<file path="src/rtl/column.sv">
// Single 16-row column of a drop-piece game: rows 0..14 hold pieces, row 15 shows the cursor.
// Define COLUMN_DROP_ANIM_EN to animate each piece falling from row 14; otherwise pieces land in one edge.
module column (
    input  logic        clk,
    input  logic        RST,
    input  logic        player,
    input  logic        placement,
    input  logic        dropping,
    output logic [15:0] RedPixels,
    output logic [15:0] GrnPixels
);

    logic [14:0] r_red;
    logic [14:0] r_grn;
    logic [3:0]  r_height;
    logic        w_full;
    logic [14:0] w_slot;
    logic [14:0] w_fall_red;
    logic [14:0] w_fall_grn;

    assign w_full = (r_height == 4'd15);
    assign w_slot = 15'd1 << r_height;

`ifdef COLUMN_DROP_ANIM_EN
    typedef enum logic {IDLE, FALLING} state_t;

    state_t      r_state;
    logic [3:0]  r_pos;
    logic        r_colour;

    always_ff @(posedge clk) begin
        if (RST) begin
            r_red    <= '0;
            r_grn    <= '0;
            r_height <= '0;
            r_state  <= IDLE;
            r_pos    <= '0;
            r_colour <= 1'b0;
        end else begin
            case (r_state)
                IDLE: begin
                    if (placement && !w_full) begin
                        r_colour <= player;
                        r_pos    <= 4'd14;
                        r_state  <= FALLING;
                    end
                end
                FALLING: begin
                    // Landing happens on the edge the piece already sits on the lowest free row.
                    if (r_pos == r_height) begin
                        if (r_colour)
                            r_grn <= r_grn | w_slot;
                        else
                            r_red <= r_red | w_slot;
                        r_height <= r_height + 4'd1;
                        r_state  <= IDLE;
                    end else begin
                        r_pos <= r_pos - 4'd1;
                    end
                end
                default: r_state <= IDLE;
            endcase
        end
    end

    assign w_fall_red = (r_state == FALLING && !r_colour) ? (15'd1 << r_pos) : '0;
    assign w_fall_grn = (r_state == FALLING &&  r_colour) ? (15'd1 << r_pos) : '0;
`else
    always_ff @(posedge clk) begin
        if (RST) begin
            r_red    <= '0;
            r_grn    <= '0;
            r_height <= '0;
        end else if (placement && !w_full) begin
            if (player)
                r_grn <= r_grn | w_slot;
            else
                r_red <= r_red | w_slot;
            r_height <= r_height + 4'd1;
        end
    end

    assign w_fall_red = '0;
    assign w_fall_grn = '0;
`endif

    assign RedPixels = {dropping & ~player, r_red | w_fall_red};
    assign GrnPixels = {dropping &  player, r_grn | w_fall_grn};

endmodule

</file>
<file path="config.mk">
export PLATFORM = sky130hd
export DESIGN_NAME = column
export DESIGN_NICKNAME = d
export VERILOG_FILES = /design/src/rtl/column.sv
export SDC_FILE = /design/constraint.sdc
export NUM_CORES = 1
export LEC_CHECK = 0
export BUFFER_PORTS_ARGS = -buffer_cell sky130_fd_sc_hd__buf_2
export CAP_MARGIN = 10
export CORE_MARGIN = 5
export CORE_UTILIZATION = 25
export DETAILED_ROUTE_END_ITERATION = 16
export PLACE_DENSITY = 0.51
export SYNTH_ARGS = -nofsm -noshare
export SYNTH_HDL_FRONTEND = slang
export SYNTH_SLANG_ARGS = --single-unit
export TNS_END_PERCENT = 100
</file>
<file path="constraint.sdc">
create_clock -name clk -period 1.43 [get_ports clk]
set_clock_uncertainty 0.15 [all_clocks]
set_input_delay 0.286 -clock clk [delete_from_list [all_inputs] [get_ports clk]]
set_output_delay 0.286 -clock clk [all_outputs]
set_load 0.02 [all_outputs]
</file>
==> flow_summary.ini <==
[global_routing]
grt_pass1_vias = 1059
track_usage_pct = 10.2
grt_max_degree = 21
grt.overflow.total = 0
grt_pass1_wl_um = 5120
antenna_found_initial = 0

[die]
start_util_pct = 25.6
row_count = 26
die_w_um = 82.1
die_area_um2 = 6740
ios = 37
coreArea_um2 = 5070
die_h_um = 82.1

[worst_setup_path]
worst-path-buf-inv = 1
cp_cell_sequence = ha_4, nand3_4, buf_6, and2_4, o31ai_2
crit_fanout = 5
critPathCaptureType = register
crit_path_start_kind = register
r2r-start = r_height[1]
critPathArrivalTime_ns = 1.42
ff2ff_path_depth = 5
crit_cells = 5
r2r_slack_ns = 0.04
startpoint = r_height[1]
critical-path-top-delay-family = flip-flops
cp.required_ns = 1.47
critPathKind = register to register
reg2reg_to = r_height[1]
cp-endpoint = r_height[1]
cp_slowest_cell = dfxtp_2
cp_slowest_stage_delay_ns = 0.35

[yosys]
synthAdderAreaFrac_pct = 4.82
seq_area_frac_synth_pct = 52.4
synthXorXnorAreaFrac_pct = 0
synth-seq-cells = 34
synth-simple-area-share_pct = 13.0
yosysUniqueCellTypes = 25
syn_nets = 150
synthCells = 140
synth_top_family_by_area = compound AO/OA/AOI/OAI gates
synth_warnings = 0
avgSynthCellArea_um2 = 9.28
muxShareOfSynthArea_pct = 1.16
synth_compound_area_share_pct = 15.8
synth.cell_area_um2 = 1300

[drt]
antenna_left = 0
drtIter0Drc = 36
vias_per_cell = 4.31
drt_pass1_iterations = 4
totalWireLength_um = 3190
drc = 0
routedWlPerCell_um = 12.6
vias = 1096

[sta]
tightest_slew_ns = 0.392
whs_ns = 0.262
post-route-min-period_ns = 1.39
slew_viol_final = 0
setup_ws_ns = 0.0429
rsz0062_at_grt = true
setup-tns-final_ns = 0
fin_crit_sh_pct = 97.0
hold_viol = 0
max_slew_margin_pct = 73.8
setup_viol = 0
max_freq_ghz = 0.721

[power_and_ir_drop]
p_leak_nw = 0.711
power.density_nw_per_um2 = 1060
total_power_mw = 1.83
ir_worst_vdd_mv = 0.279

[placed_design]
gp_congestion = 0.722
hpwl_um = 2250
io_buffers = 36
place_area_um2 = 1560
post-place-cells = 243
dpl_worst_slack_ns = 0.000324

[cts]
cts.clk_slew.worst_paths_ns = 0.06
worstSkewPairLatency_ns = 0.28
cts_root_buf = clkbuf_8
cts_tree = yes
clock_sink_count = 34
ctsHtreeMaxLevel = 2
hold_buffers = 0
cts.path.max_buffers = 2
cts-buffers-inserted = 5

[hold_path]
hold_path_class = input pin to register

[layout]
drive_gt1_share_pct = 33.7
num-nets-final = 193
final_core_util_pct = 33.9
area_growth_pct = 32.4
final_cells = 254
final_cell_area_um2 = 1720
n_antenna_cell = 0

[flow_run]
drv_cap = 0

[outcome]
status = finished, final reports clean
## where the power goes
group          switching (mW)  internal, mW  total, mW
clock                   0.324         0.388      0.712
sequential            0.00956         0.963      0.973
combinational          0.0900        0.0530      0.143
## cells in the mapped netlist
library cell	count	area, µm²
a21oi_1	1	5.00
and2_1	2	12.5
and3_1	1	6.26
and4b_1	1	10.0
buf_2	4	20.0
buf_4	1	7.51
buf_6	1	11.3
clkbuf_1	2	7.51
dfxtp_1	34	681
ha_1	5	62.6
inv_1	32	120
mux2_4	1	15.0
nand2_1	2	7.51
nand2b_1	1	6.26
nand3_1	3	15.0
nand3b_1	1	7.51
nand4_1	4	25.0
nand4b_1	5	43.8
nor2_1	3	11.3
nor2b_1	2	12.5
nor3_1	1	5.00
o21ai_0	1	5.00
o22ai_1	30	188
o31ai_1	1	7.51
or3_1	1	6.26
## final cells by class
| class | count | area (µm²) |
|---|---|---|
| Tap cell | 70 | 87.6 |
| Clock inverter | 1 | 5.00 |
| Fill cell | 556 | 3360 |
| Sequential cell | 34 | 686 |
| Inverter | 32 | 120 |
| Clock buffer | 7 | 86.3 |
| Timing Repair Buffer | 44 | 248 |
| Multi-Input combinational cell | 66 | 487 |
## cell families after synthesis
| kind of cell | count (synthesis) |
|---|---|
| mux | 1 |
| buf+inv | 40 |
| fa+ha+maj | 5 |
| flops | 34 |
| compound gates | 33 |
| simple gates | 27 |
## routing by layer
layer  GRT usage, %  wire [µm]  up-vias
li1               -          -      566
met1           11.8       1410      501
met2           16.2       1490       22
met3           4.61        244        7
met4           4.49         54        0
met5              0          0        -
## how the worst min path moves through the flow
stage	startpoint	to	slack, ns	cells past startpoint
6_report	RST	r_height[3]	0.26	3
5_1_grt	RST	r_height[3]	0.28	3
4_1_cts	placement	r_height[0]	0.25	3
3_5_place_dp	r_grn[2]	r_grn[2]	0.31	2
3_3_place_gp	r_red[2]	r_red[2]	0.31	2
2_1_floorplan	placement	r_height[1]	0.36	2
## worst reg2reg max path: stages, from the launching register on
cell     delay, ns
dfxtp_2       0.35
ha_4          0.15
nand3_4       0.09
buf_6         0.14
and2_4        0.15
o31ai_2       0.26
## state kept, by name, summed over array words and instances (netlist names)
| signal | cells |
|---|---|
| r_grn | 15 |
| r_height | 4 |
| r_red | 15 |
## cell usage in the layout (no fill, tap or decap), types with 2 or more instances in the layout
master / Yosys / layout
buf_2: 4 / 36
buf_4: 1 / 6
buf_6: 1 / 2
clkbuf_8: 0 / 6
dfxtp_1: 34 / 30
dfxtp_2: 0 / 4
ha_1: 5 / 3
inv_1: 32 / 31
nand2_1: 2 / 2
nand3_1: 3 / 2
nand4_1: 4 / 4
nand4b_1: 5 / 5
nor2_1: 3 / 3
nor2b_1: 2 / 2
o22ai_1: 30 / 30
## timing repair
| item | 4_1_cts | 5_1_grt |
|---|---|---|
| buffers inserted | 0 | 2 |
| endpoints found under the setup margin | 2 | 32 |
| pin swaps | 2 | 5 |
| cloned | 0 | 1 |
| gates resized for setup | 1 | 14 |
(Power assumes the default switching activity.)
